==> config.mk <==
export PLATFORM = sky130hd
export DESIGN_NAME = weight_route_scheduler
export DESIGN_NICKNAME = d
export VERILOG_FILES = /design/src/rtl/weight_sched_pkg.sv /design/src/rtl/weight_route_scheduler.sv
export SDC_FILE = /design/constraint.sdc
export NUM_CORES = 1
export LEC_CHECK = 0
export CORE_MARGIN = 2
export CORE_UTILIZATION = 45
export CTS_CLUSTER_SIZE = 10
export DETAILED_ROUTE_END_ITERATION = 8
export GPL_TIMING_DRIVEN = 0
export PLACE_DENSITY = 0.78
export SYNTH_ARGS = -nofsm -noshare
export SYNTH_HDL_FRONTEND = slang
export SYNTH_SLANG_ARGS = --single-unit
==> constraint.sdc <==
create_clock -name i_clk -period 4.1 [get_ports i_clk]
set_input_delay 0.41 -clock i_clk [delete_from_list [all_inputs] [get_ports i_clk]]
set_output_delay 0.41 -clock i_clk [all_outputs]
set_load 0.05 [all_outputs]
==> src/rtl/weight_sched_pkg.sv <==
// rtl/weight_sched_pkg.sv - shared state encoding and width defaults for the weight route scheduler
package weight_sched_pkg;

    localparam int DEF_ADDR_WIDTH = 8;
    localparam int DEF_CNT_WIDTH  = 8;

    typedef enum logic [2:0] {
        IDLE    = 3'd0,
        CLEAR   = 3'd1,
        LOAD    = 3'd2,
        WAIT_PE = 3'd3,
        STREAM  = 3'd4,
        REUSE   = 3'd5,
        NEXT    = 3'd6,
        DONE    = 3'd7
    } sched_state_e;

endpackage

==> src/rtl/weight_route_scheduler.sv <==
// rtl/weight_route_scheduler.sv - walks G kernel groups: clear, load once from SRAM, stream R times
module weight_route_scheduler
    import weight_sched_pkg::*;
#(
    parameter int ADDR_WIDTH = DEF_ADDR_WIDTH,
    parameter int CNT_WIDTH  = DEF_CNT_WIDTH
) (
    input  logic                  i_clk,
    input  logic                  i_rst,
    input  logic                  i_start,
    input  logic                  i_abort,
    input  logic [ADDR_WIDTH-1:0] i_base_addr,
    input  logic [ADDR_WIDTH-1:0] i_addr_offset,
    input  logic [ADDR_WIDTH-1:0] i_route_size,
    input  logic [CNT_WIDTH-1:0]  i_num_groups,
    input  logic [CNT_WIDTH-1:0]  i_num_reuse,
    input  logic                  i_pe_ready,
    input  logic                  i_route_ready,
    input  logic                  i_route_done,
    output logic                  o_reg_clear,
    output logic                  o_fifo_clear,
    output logic                  o_route_en,
    output logic                  o_data_out_en,
    output logic                  o_route_reuse,
    output logic [ADDR_WIDTH-1:0] o_start_addr,
    output logic [ADDR_WIDTH-1:0] o_addr_offset,
    output logic [ADDR_WIDTH-1:0] o_route_size,
    output logic [CNT_WIDTH-1:0]  o_group_idx,
    output logic [CNT_WIDTH-1:0]  o_reuse_idx,
    output logic                  o_busy,
    output logic                  o_done,
    output logic                  o_cfg_err
);

    sched_state_e          state_q, state_d;
    logic                  abort_q, abort_d;
    logic                  first_q, first_d;
    logic                  err_q, err_d;
    logic [ADDR_WIDTH-1:0] addr_q, addr_d, off_q, off_d, size_q, size_d;
    logic [CNT_WIDTH-1:0]  grp_q, grp_d, rsu_q, rsu_d, ng_q, ng_d, nr_q, nr_d;
    logic [CNT_WIDTH:0]    grp_inc, rsu_inc;

    // One extra bit so G or R of all-ones still compares correctly after the increment
    assign grp_inc = {1'b0, grp_q} + 1'b1;
    assign rsu_inc = {1'b0, rsu_q} + 1'b1;

    always_comb begin
        state_d = state_q;
        abort_d = 1'b0;
        first_d = first_q;
        err_d   = err_q;
        addr_d  = addr_q;
        off_d   = off_q;
        size_d  = size_q;
        grp_d   = grp_q;
        rsu_d   = rsu_q;
        ng_d    = ng_q;
        nr_d    = nr_q;
        if (i_abort && state_q != IDLE) begin
            state_d = CLEAR;
            abort_d = 1'b1;
        end else begin
            case (state_q)
                IDLE: if (i_start) begin
                    off_d  = i_addr_offset;
                    size_d = i_route_size;
                    ng_d   = i_num_groups;
                    nr_d   = i_num_reuse;
                    if (i_num_groups == '0 || i_num_reuse == '0) begin
                        err_d   = 1'b1;
                        state_d = DONE;
                    end else begin
                        err_d   = 1'b0;
                        grp_d   = '0;
                        rsu_d   = '0;
                        addr_d  = i_base_addr;
                        state_d = CLEAR;
                    end
                end
                CLEAR: begin
                    state_d = abort_q ? IDLE : LOAD;
                    first_d = 1'b1;
                end
                LOAD: begin
                    first_d = 1'b0;
                    // Router load-complete is stale for one cycle after the clear
                    if (!first_q && i_route_ready) state_d = WAIT_PE;
                end
                WAIT_PE: if (i_pe_ready) state_d = STREAM;
                STREAM: if (i_route_done) begin
                    rsu_d   = rsu_inc[CNT_WIDTH-1:0];
                    state_d = (rsu_inc < {1'b0, nr_q}) ? REUSE : NEXT;
                end
                REUSE: state_d = WAIT_PE;
                NEXT: begin
                    rsu_d   = '0;
                    grp_d   = grp_inc[CNT_WIDTH-1:0];
                    addr_d  = addr_q + off_q + ADDR_WIDTH'(1);
                    state_d = (grp_inc < {1'b0, ng_q}) ? CLEAR : DONE;
                end
                DONE:    state_d = IDLE;
                default: state_d = IDLE;
            endcase
        end
    end

    always_ff @(posedge i_clk or posedge i_rst) begin
        if (i_rst) begin
            state_q       <= IDLE;
            abort_q       <= 1'b0;
            first_q       <= 1'b0;
            err_q         <= 1'b0;
            addr_q        <= '0;
            off_q         <= '0;
            size_q        <= '0;
            grp_q         <= '0;
            rsu_q         <= '0;
            ng_q          <= '0;
            nr_q          <= '0;
            o_reg_clear   <= 1'b0;
            o_fifo_clear  <= 1'b0;
            o_route_en    <= 1'b0;
            o_data_out_en <= 1'b0;
            o_route_reuse <= 1'b0;
            o_busy        <= 1'b0;
            o_done        <= 1'b0;
        end else begin
            state_q       <= state_d;
            abort_q       <= abort_d;
            first_q       <= first_d;
            err_q         <= err_d;
            addr_q        <= addr_d;
            off_q         <= off_d;
            size_q        <= size_d;
            grp_q         <= grp_d;
            rsu_q         <= rsu_d;
            ng_q          <= ng_d;
            nr_q          <= nr_d;
            o_reg_clear   <= (state_d == CLEAR);
            o_fifo_clear  <= (state_d == CLEAR);
            o_route_en    <= (state_d == LOAD);
            o_data_out_en <= (state_d == STREAM);
            o_route_reuse <= (state_d == REUSE);
            o_busy        <= (state_d != IDLE);
            o_done        <= (state_d == DONE);
        end
    end

    assign o_start_addr  = addr_q;
    assign o_addr_offset = off_q;
    assign o_route_size  = size_q;
    assign o_group_idx   = grp_q;
    assign o_reuse_idx   = rsu_q;
    assign o_cfg_err     = err_q;

endmodule
==> impl_metrics.toml, run 1 <==
[status]
outcome = "complete, no violations"

[global_routing]
grt_pass1_vias = 3071
grt_overflow_total = 0
grt_pass1_wl_um = 14600
antenna_found_initial = 0
grt_usage = 0.210
grt_max_degree = 69

[setup_path]
worstPathCellList = "and3_1, and3_1, nand3_1, xnor2_1, ha_1, a21o_1, a41o_1, o311ai_2, and4_4, and4_1"
cp_slowest_cell = "dfrtp_1"
rr_worst_depth = 10
crit_path_end_kind = "flop"
critPathKind = "flop to flop"
cp.required_ns = 4.38
critPathMaxStageDelay_ns = 0.45
crit_path_start_kind = "flop"
cp.arrival_ns = 3.26
crit_fanout = 7
crit_top_cell = "and3_1"

[logic_synthesis]
yosysWarnings = 0
synth_area_um2 = 3750
ys_seq_area_frac = 0.453
synthesis.nets = 452
syn-instance-count = 381
ys_ff_latch = 68
synth.distinct_cells = 59
synth.avg_cell_area_um2 = 9.85
synth-edff-count = 0
ys_async_sr_fraction = 1.00
yosys_most_used_dff = "dfrtp_1"

[cells_and_area]
fillCellCount = 681
nNetsFinal = 557
drive_gt1_frac = 0.114
fin_util = 0.614
diodes = 0
final_design_area_no_fill_um2 = 5000
final_cells = 596
syn_to_final_growth_pct = 33.1

[sta]
fin_worst_skew_ns = 0.00513
worst_hold_slack_ns = 0.505
period_minus_slack_ns = 2.98
post-route-worst-setup-slack_ns = 1.12
rsz0062_at_grt = "no"
drv_slew = 0
max_freq_mhz = 335
hold_viol = 0
fin_crit_sh = 0.728
worst_slew_margin_rel = 0.436
tightest_slew_ns = 0.846
final.setup.tns_ns = 0
setup_viol = 0

[cts]
cts_setup_buffers = 0
cts_hold_buf = 0
cts_buffers = 9
ctsResizeCount = 0
cts_buffer_depth = 2
cts_num_sinks = 68
worstSkewPairLatency_ns = 0.34
path_clk_slew_ns = 0.07
cts_tree = "yes"
h-tree-depth = 3
cts-root-buf = "clkbuf_8"

[detailed_routing]
drc_errors = 0
routed_wl_um = 9070
firstDrtPassIters = 4
drtIter0Drc = 143
wl_per_cell_um = 15.2
ant_nets = 0
vias = 3186
via_per_inst = 5.35

[die]
fp.dieW_um = 95.3
ios = 95
die_area_um2 = 9080
std_cell_rows = 33
die_h_um = 95.3
initial_utilization = 0.461
core-area_um2 = 8130

[min_path]
min_path_type = "flop to flop"
holdPathStages = 1

[placement]
gp_congestion = 0.866
placed_area_um2 = 4830
pre_cts_ws_ns = 1.14
dp.cells = 580
numPortBuffers = 94
hpwl_um = 6860

[power]
total_power_mw = 3.49
powerDensity_nw_per_um2 = 699
total_leakage_power_nw = 2.22
ir_worst_vdd_uv = 562

[flow_run]
max-cap-violations = 0
==> final timing paths <==
kind	from	to	slack, ns
min in group asynchronous	i_rst	ng_q[4]	0.59
max in group asynchronous	i_rst	o_reuse_idx[0]	2.95
worst min-delay path	o_route_size[5]	o_route_size[5]	0.50
worst max-delay path	o_group_idx[2]	o_data_out_en	1.12
worst min register to register	o_route_size[5]	o_route_size[5]	0.50
worst max register to register	o_group_idx[2]	o_data_out_en	1.12
==> Yosys cell counts, drive strengths merged (8+ instances only) <==
library cell | count | area, um^2
inv | 30 | 113
nand3 | 15 | 75.1
o21ai | 39 | 195
mux2 | 17 | 191
dfrtp | 68 | 1700
xnor2 | 10 | 87.6
xor2 | 8 | 70.1
nor2 | 22 | 82.6
buf | 9 | 50.0
nand2 | 40 | 150
a21oi | 15 | 78.8
ha | 23 | 288
==> cell usage in the layout, fill, tap and decap left out, types with 2 or more instances in the layout <==
| cell | n |
|---|---|
| nand2_1 | 40 |
| clkinv_2 | 4 |
| xor2_1 | 8 |
| clkbuf_8 | 10 |
| nand3_1 | 15 |
| a31oi_1 | 5 |
| ha_1 | 23 |
| nor2b_1 | 2 |
| nor2_1 | 22 |
| o211ai_1 | 2 |
| and2_1 | 3 |
| xnor2_1 | 10 |
| nand3b_1 | 3 |
| buf_4 | 2 |
| mux2i_1 | 2 |
| inv_1 | 29 |
| nand2b_1 | 4 |
| a21o_1 | 6 |
| o21ai_0 | 38 |
| a211oi_1 | 2 |
| clkdlybuf4s50_1 | 94 |
| and3_1 | 5 |
| o2bb2ai_1 | 2 |
| clkbuf_1 | 5 |
| or3_1 | 2 |
| nor4_1 | 4 |
| a22o_1 | 5 |
| o21a_1 | 3 |
| nor3_1 | 4 |
| a21oi_1 | 14 |
| mux2_2 | 17 |
| buf_2 | 7 |
| dfrtp_1 | 68 |
==> layer usage <==
layer / part of all wire / global-route usage / wire (um)
met2: 0.47 / 0.331 / 4220
met1: 0.45 / 0.282 / 4080
met4: 0.0094 / 0.0543 / 85
met5: 0 / 0 / 0
met3: 0.075 / 0.0632 / 681
==> power breakdown <==
part	internal (mW)	switching, mW	total [mW]
Sequential	0.905	0.160	1.07
Clock	0.232	0.249	0.480
Combinational	0.768	1.18	1.95
==> sequential cells by signal, summed over array words and instances, names as in the netlist, 3 cells and up <==
name	flops
ng_q	8
o_route_size	8
o_reuse_idx	8
nr_q	8
o_addr_offset	8
o_start_addr	8
o_group_idx	8
state_q	3
==> critical path, delay by kind of cell, from the launching register on <==
kind	cells	cell delay, ns
adder cells (fa/ha/maj)	1	0.30
AO/OA/AOI/OAI	3	0.82
AND/OR/NAND/NOR	5	1.11
flip-flops	1	0.45
XOR/XNOR	1	0.24
==> final cells by class <==
class / count / area [um^2] / area share
Timing Repair Buffer: 94 / 941 / 0.188
Multi-Input combinational cell: 269 / 1870 / 0.374
Buffer: 14 / 70.1 / 0.0140
Tap cell: 105 / 131 / 0.0263
Clock inverter: 5 / 27.5 / 0.00551
Sequential cell: 68 / 1700 / 0.341
Inverter: 30 / 115 / 0.0230
Clock buffer: 11 / 141 / 0.0283
==> cells by family after synthesis <==
| logic type | synth area share |
|---|---|
| AOI/OAI and AO/OA | 0.166 |
| xor gates and xnor gates | 0.0420 |
| adders and majority gates | 0.0820 |
| buffers and inverters | 0.0487 |
| DFF | 0.453 |
| muxes | 0.0564 |
| and+or+nand+nor | 0.152 |
Power figures use the tool's default switching activity.
==> inputs of run 2 (changes only) <==
==> constraint.sdc (replaced) <==
create_clock -name i_clk -period 2.8 [get_ports i_clk]
set_input_delay 0.28 -clock i_clk [delete_from_list [all_inputs] [get_ports i_clk]]
set_output_delay 0.28 -clock i_clk [all_outputs]
set_load 0.05 [all_outputs]
==> impl_metrics.toml, run 2 (synthesized netlist as in run 1, its figures left out) <==
[placement]
gp_congestion = 0.876
numPortBuffers = 94
hpwl_um = 7130
placed_area_um2 = 4830
dp.cells = 580

[die]
fp.dieW_um = 95.3
ios = 95
std_cell_rows = 33
die_area_um2 = 9080
initial_utilization = 0.461
core-area_um2 = 8130
die_h_um = 95.3

[sta]
max_freq_mhz = 365
fin_worst_skew_ns = 0.00670
worst_slew_margin_rel = 0.449
fin_crit_sh = 0.979
period_minus_slack_ns = 2.74
hold_viol = 0
drv_slew = 0
setup_viol = 0
tightest_slew_ns = 0.827
final.setup.tns_ns = 0

[global_routing]
grt_pass1_wl_um = 15700
grt_pass1_vias = 3327
antenna_found_initial = 0
grt_usage = 0.225
grt_overflow_total = 0
grt_max_degree = 69

[power]
internal_power_mw = 2.99
total_power_mw = 5.38
p_switching_mw = 2.39
seqPwrFrac = 0.290
comb_power_share = 0.541
clkPwrFrac = 0.169
ir_worst_vdd_uv = 924
total_leakage_power_nw = 2.29
p_sw_frac = 0.444
powerDensity_nw_per_um2 = 1040

[setup_path]
cp.arrival_ns = 3.03
cp_slowest_cell = "dfrtp_2"
crit_top_cell = "and3_4"
cp.required_ns = 3.09
worstPathCellList = "and3_4, and3_4, nand3_1, xnor2_2, ha_1, a21o_1, a41o_1, o311ai_4, and4_4, and4_1"
critPathMaxStageDelay_ns = 0.42
path_buf_inv = 0
crit_fanout = 5
crit_path_end_kind = "flop"
path_delay_family = "simple AND/OR/NAND/NOR gates"
critPathKind = "flop to flop"
crit_path_start_kind = "flop"

[cts]
h-tree-depth = 3
cts_buffer_depth = 2
cts_buffers = 9
worstSkewPairLatency_ns = 0.35
cts_tree = "yes"
cts_hold_buf = 0
cts_num_sinks = 68
cts-root-buf = "clkbuf_8"
path_clk_slew_ns = 0.08

[flow_run]
max-cap-violations = 0

[detailed_routing]
wl_per_cell_um = 15.9
drtIter0Drc = 198
ant_nets = 0
vias = 3262
via_per_inst = 5.41
routed_wl_um = 9580
drc_errors = 0
firstDrtPassIters = 4

[cells_and_area]
mostFrequentLayoutCell = "clkdlybuf4s50_1"
nNetsFinal = 564
fin_util = 0.636
drive_gt1_frac = 0.161
final_design_area_no_fill_um2 = 5170
mostFrequentLayoutCells = "clkdlybuf4s50_1, dfrtp_1, nand2_1, o21ai_0, inv_1"
syn_to_final_growth_pct = 37.8
final_cells = 603
diodes = 0

[status]
outcome = "complete, no violations"

[min_path]
min_path_type = "primary input to asynchronous set/reset pin"
run 2: layout make-up:
class / instances / area, um^2
repair buffers: 101 / 993
fillers: 689 / 2960
inverters: 30 / 115
plain buffers: 14 / 70.1
clock inverters: 6 / 87.6
clock buffers: 10 / 138
flip-flops and latches: 68 / 1710
well taps: 105 / 131
multi-input cells: 269 / 1920
run 2: per-stage QoR:
stage	hold slack (ns)	setup WS [ns]
3_5_place_dp	0.497	-0.106
4_1_cts	0.480	0.0272
2_1_floorplan	0.397	0.0139
3_3_place_gp	0.490	-0.588
6_report	0.454	0.0597
5_1_grt	0.502	-0.0347
run 2: power groups by stage:
stage               sequential (mW)  combinational, mW  clock (mW)
floorplan                      2.22               1.35           0
global route                   1.60               3.16       0.982
global placement               1.56               2.78           0
finish                         1.56               2.91       0.911
CTS                            1.56               2.90       0.933
detailed placement             1.57               2.88           0
run 2: layer usage:
| metal | vias up | wire length [um] | part of all wire | GRT usage |
|---|---|---|---|---|
| met5 | - | 0 | 0 | 0 |
| met4 | 0 | 134 | 0.014 | 0.0894 |
| met3 | 11 | 624 | 0.065 | 0.0617 |
| met2 | 111 | 4640 | 0.48 | 0.369 |
| met1 | 1567 | 4180 | 0.44 | 0.283 |
| li1 | 1573 | - | - | - |
run 2: final timing paths:
| path | start | to | slack (ns) | cells past startpoint |
|---|---|---|---|---|
| min reg2reg | nr_q[0] | nr_q[0] | 0.51 | 1 |
| max reg2reg | o_group_idx[3] | o_data_out_en | 0.06 | 10 |
| min | i_rst | ng_q[2] | 0.45 | 2 |
| max | o_group_idx[3] | o_data_out_en | 0.06 | 10 |
| min in group i_clk | i_base_addr[5] | o_start_addr[5] | 0.50 | 3 |
| max in group asynchronous | i_rst | o_group_idx[3] | 1.76 | 2 |
run 2: what timing repair did:
item / 4_1_cts / 5_1_grt
setup buffers: 1 / 6
resized for setup: 3 / 8
endpoints found under the setup margin: 5 / 6
pin swaps: 1 / 4
==> inputs of run 3 (changes only) <==
--- a/config.mk
+++ b/config.mk
@@ -6,11 +6,11 @@
 export NUM_CORES = 1
 export LEC_CHECK = 0
 export CORE_MARGIN = 2
-export CORE_UTILIZATION = 45
+export CORE_UTILIZATION = 31
 export CTS_CLUSTER_SIZE = 10
 export DETAILED_ROUTE_END_ITERATION = 8
 export GPL_TIMING_DRIVEN = 0
-export PLACE_DENSITY = 0.78
+export PLACE_DENSITY = 0.59
 export SYNTH_ARGS = -nofsm -noshare
 export SYNTH_HDL_FRONTEND = slang
 export SYNTH_SLANG_ARGS = --single-unit
==> constraint.sdc (replaced) <==
create_clock -name i_clk -period 2.8 [get_ports i_clk]
set_input_delay 0.7 -clock i_clk [delete_from_list [all_inputs] [get_ports i_clk]]
set_output_delay 0.7 -clock i_clk [all_outputs]
set_load 0.05 [all_outputs]
==> impl_metrics.toml, run 3 (synthesized netlist as in run 1, its figures left out) <==
[sta]
fin_crit_sh = 0.956
final.setup.tns_ns = 0
tightest_slew_ns = 0.558
hold_viol = 0
period_minus_slack_ns = 2.68
max_freq_mhz = 374
worst_slew_margin_rel = 0.627
fin_worst_skew_ns = 0.00528
post-route-worst-setup-slack_ns = 0.123
setup_viol = 0
drv_slew = 0

[power]
seqPwrFrac = 0.275
powerDensity_nw_per_um2 = 1050
total_leakage_power_nw = 2.39
total_power_mw = 5.65
comb_power_share = 0.519
clkPwrFrac = 0.205
p_sw_frac = 0.431
p_switching_mw = 2.43
ir_worst_vdd_uv = 750
internal_power_mw = 3.22

[detailed_routing]
drtIter0Drc = 134
wl_per_cell_um = 15.5
via_per_inst = 4.98
ant_nets = 0
routed_wl_um = 10100
firstDrtPassIters = 4
vias = 3246
drc_errors = 0

[placement]
dp.cells = 623
hpwl_um = 7280
gp_congestion = 0.829
pre_cts_ws_ns = -0.0527
numPortBuffers = 94

[global_routing]
grt_max_degree = 69
grt_usage = 0.163
grt_pass1_vias = 3320
antenna_found_initial = 0
grt_overflow_total = 0
grt_pass1_wl_um = 16600

[die]
fp.dieW_um = 114
die_area_um2 = 13000
ios = 95
core-area_um2 = 11900
die_h_um = 114
initial_utilization = 0.315
std_cell_rows = 40

[setup_path]
ff2ff_setup_slack_ns = 0.12
cp_slowest_cell = "dfrtp_2"
startpoint = "o_group_idx[2]"
crit_path_end_kind = "flop"
crit_fanout = 6
worstPathCellList = "and3_4, and3_4, nand3_2, xnor2_2, ha_1, a21o_1, a41o_1, o311ai_4, and4_4, nor3b_4"
r2r-start = "o_group_idx[2]"
crit_top_cell = "and3_4"
crit_path_start_kind = "flop"
cp.required_ns = 3.05
critPathKind = "flop to flop"
cp.arrival_ns = 2.92
critPathMaxStageDelay_ns = 0.40

[cts]
cts_num_sinks = 68
cts_tree = "yes"
cts_hold_buf = 0
cts_buffers = 9
cts_buffer_depth = 2
path_clk_slew_ns = 0.06
worstSkewPairLatency_ns = 0.33
h-tree-depth = 3
cts-root-buf = "clkbuf_16"

[flow_run]
max-cap-violations = 0

[cells_and_area]
diodes = 0
final_cells = 652
fillCellCount = 1158
mostFrequentLayoutCell = "clkdlybuf4s50_1"
multi_input_area_um2 = 1940
mostFrequentLayoutCells = "clkdlybuf4s50_1, dfrtp_1, nand2_1, o21ai_0, inv_1"
syn_to_final_growth_pct = 43.6
nNetsFinal = 571
register_area_um2 = 1710
drive_gt1_frac = 0.174

[status]
outcome = "complete, no violations"

[min_path]
min_path_type = "flop to flop"
holdCritStartpoint = "o_route_size[5]"
-- run 3: cell types whose count changed in the layout (fill, tap and decap cells not counted), moves of 2 or more --
cell        delta
clkbuf_16      +9
clkbuf_8       -8
clkinvlp_4     -2
buf_4          +6
-- run 3: stage by stage --
stage               utilization  hold slack [ns]  area, um^2
finish                    0.452            0.506        5390
global route              0.452            0.532        5390
CTS                       0.440            0.511        5240
detailed placement        0.413            0.498        4910
global placement          0.410            0.492        4880
floorplan                     -            0.481        3760
-- run 3: worst paths after layout --
check | end | cells after the start
worst max-delay path | o_route_reuse | 10
worst min-delay path | o_route_size[5] | 1
worst max register to register | o_route_reuse | 10
worst min register to register | o_route_size[5] | 1
max in group asynchronous | o_group_idx[4] | 3
min in group asynchronous | nr_q[4] | 3
-- run 3: routing by layer --
layer  routed length (um)  track usage
met1                 4600        0.213
met2                 4700        0.261
met3                  667       0.0547
met4                  110       0.0374
met5                    0            0
-- run 3: what timing repair did --
action,in CTS,in global routing
resized for setup,3,12
endpoints found under the setup margin,3,6
setup buffers,0,13
pin swaps,0,4
cloned,0,0
-- run 3: layout make-up --
cell class | instances | area share
Multi-Input combinational cell | 269 | 0.360
Timing Repair Buffer | 108 | 0.198
Clock inverter | 4 | 0.00882
Buffer | 14 | 0.0130
Tap cell | 147 | 0.0341
Sequential cell | 68 | 0.318
Clock buffer | 12 | 0.0476
Inverter | 30 | 0.0214
-- run 3: power groups by stage --
stage | clock network (mW) | logic (mW) | registers [mW]
final | 1.16 | 2.94 | 1.56
after global routing | 1.24 | 3.23 | 1.60
after CTS | 1.19 | 2.91 | 1.56
after detailed placement | 0 | 2.88 | 1.57
after global placement | 0 | 2.82 | 1.57
after floorplan | 0 | 1.35 | 2.22
-- run 3: worst max-delay path: cells and delay by family (launching register included) --
kind | cells | cell delay [ns]
and+or+nand+nor | 5 | 0.98
AOI/OAI and AO/OA | 3 | 0.73
DFF | 1 | 0.40
adders and majority gates | 1 | 0.30
xor gates and xnor gates | 1 | 0.16
